## config.mk

```make
export PLATFORM = sky130hd
export DESIGN_NAME = sync_add
export DESIGN_NICKNAME = d
export VERILOG_FILES = /design/src/rtl/sync_add.sv
export SDC_FILE = /design/constraint.sdc
export NUM_CORES = 1
export LEC_CHECK = 0
export CAP_MARGIN = 10
export CELL_PAD_IN_SITES_DETAIL_PLACEMENT = 2
export CELL_PAD_IN_SITES_GLOBAL_PLACEMENT = 2
export CORE_UTILIZATION = 39
export CTS_BUF_LIST = sky130_fd_sc_hd__clkbuf_8 sky130_fd_sc_hd__clkbuf_16
export CTS_CLUSTER_DIAMETER = 40
export CTS_CLUSTER_SIZE = 12
export DETAILED_ROUTE_END_ITERATION = 12
export GPL_TIMING_DRIVEN = 0
export PLACE_DENSITY = 0.88
export SKIP_CTS_REPAIR_TIMING = 1
export SLEW_MARGIN = 20
export SYNTH_ARGS = -nofsm -noshare
export SYNTH_HDL_FRONTEND = slang
export SYNTH_SLANG_ARGS = --single-unit
export TNS_END_PERCENT = 30
```

## constraint.sdc

```tcl
create_clock -name clk -period 3.5 [get_ports clk]
set_clock_uncertainty 0.2 [all_clocks]
set_input_delay 0.7 -clock clk [delete_from_list [all_inputs] [get_ports clk]]
set_output_delay 0.7 -clock clk [all_outputs]
set_load 0.01 [all_outputs]
```

## src/rtl/sync_add.sv

```systemverilog
// sync_add: single-digit synchronous up-counter driven by a push button.
// The button is synchronised, debounced and edge-detected. Each accepted
// press advances a 4-bit count that wraps at MAX_COUNT. The count drives an
// active-low 7-segment glyph and emits a one-cycle carry pulse on wrap.
module sync_add #(
   parameter int DEBOUNCE_CYCLES = 500000,
   parameter int MAX_COUNT       = 9
) (
   input  logic       clk,
   input  logic       reset,
   input  logic       btn,
   input  logic       en,
   output logic [3:0] digit,
   output logic [6:0] leds,
   output logic       carry
);

   localparam int              DB_W    = $clog2(DEBOUNCE_CYCLES);
   localparam logic [DB_W-1:0] DB_LAST = DB_W'(DEBOUNCE_CYCLES - 1);
   localparam logic [3:0]      MAX_D   = 4'(MAX_COUNT);

   logic            btn_p0;
   logic            btn_s;
   logic            btn_clean;
   logic            btn_clean_d;
   logic [DB_W-1:0] db_cnt;
   logic            inc;
   logic [3:0]      digit_nxt;
   logic            carry_nxt;

   // Active-low glyph for one hex digit, bit order {g,f,e,d,c,b,a}.
   function automatic logic [6:0] seg7(input logic [3:0] d);
      logic [6:0] g;
      case (d)
         4'h0:    g = 7'b1000000;
         4'h1:    g = 7'b1111001;
         4'h2:    g = 7'b0100100;
         4'h3:    g = 7'b0110000;
         4'h4:    g = 7'b0011001;
         4'h5:    g = 7'b0010010;
         4'h6:    g = 7'b0000010;
         4'h7:    g = 7'b1111000;
         4'h8:    g = 7'b0000000;
         4'h9:    g = 7'b0010000;
         4'hA:    g = 7'b0001000;
         4'hB:    g = 7'b0000011;
         4'hC:    g = 7'b1000110;
         4'hD:    g = 7'b0100001;
         4'hE:    g = 7'b0000110;
         default: g = 7'b0001110;
      endcase
      return g;
   endfunction

   // Two-flop synchroniser bringing the raw button into the clk domain.
   always_ff @(posedge clk or negedge reset) begin
      if (!reset) begin
         btn_p0 <= 1'b0;
         btn_s  <= 1'b0;
      end else begin
         btn_p0 <= btn;
         btn_s  <= btn_p0;
      end
   end

   // Debounce: accept a new level only after it has held for DEBOUNCE_CYCLES edges.
   always_ff @(posedge clk or negedge reset) begin
      if (!reset) begin
         db_cnt      <= '0;
         btn_clean   <= 1'b0;
         btn_clean_d <= 1'b0;
      end else begin
         btn_clean_d <= btn_clean;
         if (btn_s == btn_clean) begin
            db_cnt <= '0;
         end else if (db_cnt == DB_LAST) begin
            btn_clean <= btn_s;
            db_cnt    <= '0;
         end else begin
            db_cnt <= db_cnt + 1'b1;
         end
      end
   end

   // Rising edge of the debounced level, gated by enable, requests one step.
   always_comb begin
      inc = btn_clean & ~btn_clean_d & en;
   end

   // Next count: wrap at MAX_COUNT with carry; an out-of-range count wraps silently.
   always_comb begin
      digit_nxt = digit;
      carry_nxt = 1'b0;
      if (inc) begin
         if (digit == MAX_D) begin
            digit_nxt = 4'd0;
            carry_nxt = 1'b1;
         end else if (digit > MAX_D) begin
            digit_nxt = 4'd0;
         end else begin
            digit_nxt = digit + 4'd1;
         end
      end
   end

   // Count, carry and glyph update together so leds always match digit.
   always_ff @(posedge clk or negedge reset) begin
      if (!reset) begin
         digit <= 4'd0;
         carry <= 1'b0;
         leds  <= 7'b1000000;
      end else begin
         digit <= digit_nxt;
         carry <= carry_nxt;
         leds  <= seg7(digit_nxt);
      end
   end

endmodule

```

== Word-level counts from Yosys, hierarchy flattened ==
Memory sizes are Yosys's and may differ from the RTL's. A register that Yosys moved wholly into a read port is not among the register bits.
Index checks and enable logic that the tools add are counted.
Word-level totals
  bits in writable memories: 0
  flip-flop bits (word level): 28
  output and inout bits: 12
  bits in read-only memories: 112
  bits of input ports: 4
  logic and storage cells: 27
  bits in latches: 0
  memories kept: 1
Memory list
  (name not given): words 16, width 7, read ports 1, clocked after Yosys merged registers in 1, wr ports 0, RTL line 34  | case (d)
Cells by class
  bitwise logic cells: 4
  multipliers: 0
  reductions and logical operators: 2
  shifts and indexed selects: 0
  order comparisons: 1
  divide/modulo/power cells: 0
  equality and inequality tests: 3
  mux-type cells: 7
  $add $sub $neg: 2
Operators with widths (number)
  two-way mux 19 bit: 2
  adder 19 x 1 -> 19 bit, second input constant: 1
  == test 19 bit, second input constant: 1
  two-way mux 4 bit: 3
  adder 4 x 1 -> 4 bit, second input constant: 1
  == test 4 bit, second input constant: 1
  greater-than comparator 4 bit, second input constant: 1
  AND 1 bit: 2
  two-way mux 1 bit: 2
  inverter 1 bit: 2
  AND reduction 2 bit: 1
  == test 1 bit: 1
  logical NOT 1 bit: 1

== Longest topological paths before layout ==
  depth in word-level cells: 4
  mapped depth: 9
  depth with buffers taken out: 9

== Worst setup path after synthesis ==
No wires, ideal clock.
  kind: flip-flop to flip-flop
  from: register digit[1]
  to: register leds[3]
  data arrival time: 1.971 ns
  cell stages (with the launch flop): 10
  data required time: 3.172 ns
  period minus slack after synthesis: 2.299 ns
  buffers on the path: 0
  setup slack: 1.201 ns
  library setup time: 0.128 ns
  cells stage by stage: dfrtp_1 inv_1 ha_1 or3b_4 and2_4 o21a_4 inv_1 ha_1 a21oi_1 a22oi_1
On the way
  cells in the longest elaborated chain, start to end: 4
  elaborated cells between the ends (all ways): 6
  classes of those cells: add/sub: 1; order compare: 1; eq/ne: 1; mux: 3
Ends and longest elaborated chain
  start: declaration: RTL line 13  | output logic [3:0] digit,
  start signal: assignment: RTL line 113  | digit <= digit_nxt;
  adder 4 x 1 -> 4 bit or greater-than comparator 4 bit (tied branches): RTL line 101, 98
  two-way mux 4 bit: RTL line 98  | end else if (digit > MAX_D) begin
  two-way mux 4 bit: RTL line 95  | if (digit == MAX_D) begin
  two-way mux 4 bit *: RTL line 94  | if (inc) begin
  end: declaration: RTL line 14  | output logic [6:0] leds,
Every way passes the cells marked *; elsewhere a longest branch is shown, timed or not.
A chain may end at the register's enable or synchronous reset.

== Worst setup path in the final report ==
  from: input en
  to: register leds[3]
On the way
  cells in the longest elaborated chain, start to end: 2
Ends and longest elaborated chain
  start: declaration: RTL line 12  | input logic en,
  AND 1 bit: RTL line 87  | inc = btn_clean & ~btn_clean_d & en;
  two-way mux 4 bit: RTL line 94
  named net digit_nxt[2]: RTL line 28  | logic [3:0] digit_nxt;
The timed path passes the listed nets, and every way through them passes these cells.

==> impl_metrics.py <==
metrics = {
    "synthesis": {
        "synthArstFlopShare_pct": 100,
        "synth_edf_count": 0,
        "syn-cell-area_um2": 1760,
        "synth_fp_nets": 180,
        "synth_xor_area_share_pct": 9.48,
        "synth_cell_types": 40,
        "synth_warnings": 0,
        "synthSimpleGateAreaFrac_pct": 22.1,
        "synth_compound_area_share_pct": 8.84,
        "avgSynthCellArea_um2": 10.4,
        "synth_top_family_by_area": "simple AND/OR/NAND/NOR gates",
        "ys.flop_type": "dfrtp_1",
        "netlist_instances": 169,
        "muxShareOfSynthArea_pct": 1.78,
        "synthAdderAreaFrac_pct": 4.99,
        "ys_seq_area_share_pct": 50.0,
        "ys_seq_elements": 35,
    },
    "floorplanning": {
        "die-area_um2": 4770,
        "initial_core_util_pct": 40.3,
        "row_count": 24,
        "die_w_um": 69.1,
        "design.core.area_um2": 4350,
        "io_pins": 16,
        "fp.dieH_um": 69.1,
    },
    "routing": {
        "drc": 0,
        "drt_first_pass_iters": 4,
        "wl_mm": 4.83,
        "ant_nets": 0,
        "detail_route.wl_per_cell_um": 19.7,
        "viasPerCell": 5.42,
        "num_vias": 1328,
        "drtIter0Drc": 78,
    },
    "place": {
        "hpwl_mm": 3.62,
        "gp_congestion": 0.774,
        "place_ws_ns": 0.643,
        "portBuffers": 15,
        "dpl-instance-area_um2": 1990,
        "placed_cells": 237,
    },
    "power_and_ir_drop": {
        "p_per_area_nw_per_um2": 344,
        "total_power_mw": 0.712,
        "vdd_ir_drop_max_v": 0.000158,
        "p_leak_nw": 0.920,
    },
    "grt": {
        "antenna_found_initial": 0,
        "grt_use_total_pct": 22.5,
        "grt_pass1_vias": 1600,
        "grt_max_degree": 22,
        "grt_pass1_wl_mm": 8.33,
        "grt_overflow_total": 0,
    },
    "clock_tree": {
        "clock-sinks": 35,
        "cts_tree": "yes",
        "cts_buffers": 5,
        "ctsHtreeMaxLevel": 2,
        "path_clk_slew_ns": 0.07,
        "cts_root_buffer": "clkbuf_8",
        "clk_path_buf_depth": 2,
        "clock_latency_ns": 0.29,
    },
    "hold_path": {
        "worstHoldPathType": "in -> async",
    },
    "timing": {
        "finalHoldViolations": 0,
        "setup-tns-final_ns": 0,
        "hold-worst-slack_ns": 0.126,
        "worst_slack_ns": 0.928,
        "max_slew.worst_pin.slew_ns": 0.591,
        "rsz0062_at_grt": "false",
        "finalSetupViolCount": 0,
        "period_minus_slack_ns": 2.57,
        "relSlewSlack_pct": 60.3,
        "finalMaxSlewViolations": 0,
        "fin_crit_sh_pct": 73.5,
        "fmax_ghz": 0.389,
    },
    "finish": {
        "diodes": 0,
        "drive_gt1_share_pct": 13.5,
        "syn_to_final_growth_pct": 18.1,
        "post-route-util_pct": 47.6,
        "nets": 203,
        "final_area_um2": 2070,
        "fill_cells": 454,
        "stdcell_count": 245,
    },
    "job": {
        "maxCapViolCount": 0,
    },
    "setup_path": {
        "critPathLaunchType": "input port",
        "cp_slowest_stage_delay_ns": 0.48,
        "crit_path_max_fanout": 10,
        "arrival_ns": 2.55,
        "crit_family": "compound AO/OA/AOI/OAI gates",
        "critPathBufInv": 2,
        "crit_path_end_kind": "flop",
        "crit_chain": "clkdlybuf4s50_1, and3b_1, o21ai_0, a32oi_4, inv_2, a21oi_1, a22oi_1",
        "crit_type": "in -> reg",
        "cp.required_ns": 3.47,
        "slowest_stage": "clkdlybuf4s50_1",
    },
    "outcome": {
        "status": "finished, final reports clean",
    },
}
-- logic make-up after synthesis --
logic type      Yosys count
buf+inv                  11
flops                    35
compound gates           15
simple gates             79
mux                       3
xor+xnor                 19
fa+ha+maj                 7
-- worst register-to-register path, cell delays in order (launching register included) --
cell and delay, ns:
dfrtp_1 0.46, inv_1 0.13, ha_1 0.17, or3b_4 0.39, and2_4 0.18, o21a_4 0.25, clkinv_2 0.10, ha_1 0.25
mux2i_1 0.10, o221ai_1 0.20
-- cells in the mapped netlist, types with 4 or more instances --
cell | instances | area (um^2)
dfrtp_1 | 34 | 851
ha_1 | 7 | 87.6
inv_1 | 5 | 18.8
nand2_1 | 16 | 60.1
nand3_1 | 12 | 60.1
nand4_1 | 6 | 37.5
nor2_1 | 28 | 105
nor3_1 | 4 | 20.0
xnor2_1 | 7 | 61.3
xor2_1 | 12 | 105
-- routing by layer --
metal | up-vias | wire (um) | track usage (%)
met5 | - | 0 | 0
met4 | 0 | 101 | 8.62
met3 | 8 | 103 | 4.68
met2 | 15 | 2620 | 40.1
met1 | 685 | 2000 | 26.3
li1 | 620 | - | -
-- where the power goes --
part	internal, mW	total [mW]	leakage [nW]	switching (mW)
logic	0.00968	0.0260	0.389	0.0163
registers	0.408	0.412	0.479	0.00393
clock network	0.132	0.274	0.0519	0.141
total	0.551	0.712	0.920	0.162
-- placed cells by master (no fill, tap or decap), types with 3 or more instances in the layout --
cell,synthesis,routed
dfrtp_1,34,34
nor2_1,28,28
nand2_1,16,16
clkdlybuf4s50_1,0,14
nand3_1,12,12
xor2_1,12,12
inv_1,5,8
xnor2_1,7,7
ha_1,7,7
nand4_1,6,6
clkbuf_8,0,5
nor3_1,4,4
buf_2,2,3
-- final timing paths --
path                               startpoint                    to  slack (ns)  depth (start not counted)
min in group clk             btn_p0$_DFF_PN0_       btn_s$_DFF_PN0_        0.15                          0
setup reg to reg           digit[0]$_DFF_PN0_     leds[5]$_DFF_PN0_        0.98                          9
setup / recovery                           en     leds[3]$_DFF_PN0_        0.93                          7
hold reg to reg              btn_p0$_DFF_PN0_       btn_s$_DFF_PN0_        0.15                          0
max in group asynchronous               reset     leds[6]$_DFF_PN1_        2.45                          2
hold / removal                          reset  db_cnt[13]$_DFF_PN0_        0.13                          1
-- final cells by class --
cell class | count | area [um^2] | area share (%)
flip-flops and latches | 35 | 877 | 42.3
multi-input cells | 123 | 828 | 40.0
repair buffers | 16 | 173 | 8.33
clock buffers | 5 | 68.8 | 3.32
well taps | 52 | 65.1 | 3.14
inverters | 9 | 40.0 | 1.93
clock inverters | 3 | 11.3 | 0.543
plain buffers | 2 | 10.0 | 0.483
-- sequential cells by signal, summed over array words and instances, names as in the netlist --
signal / cells
btn_clean: 1
btn_clean_d: 1
leds: 7
btn_p0: 1
db_cnt: 19
digit: 4
btn_s: 1
carry: 1
(Power assumes the default switching activity.)
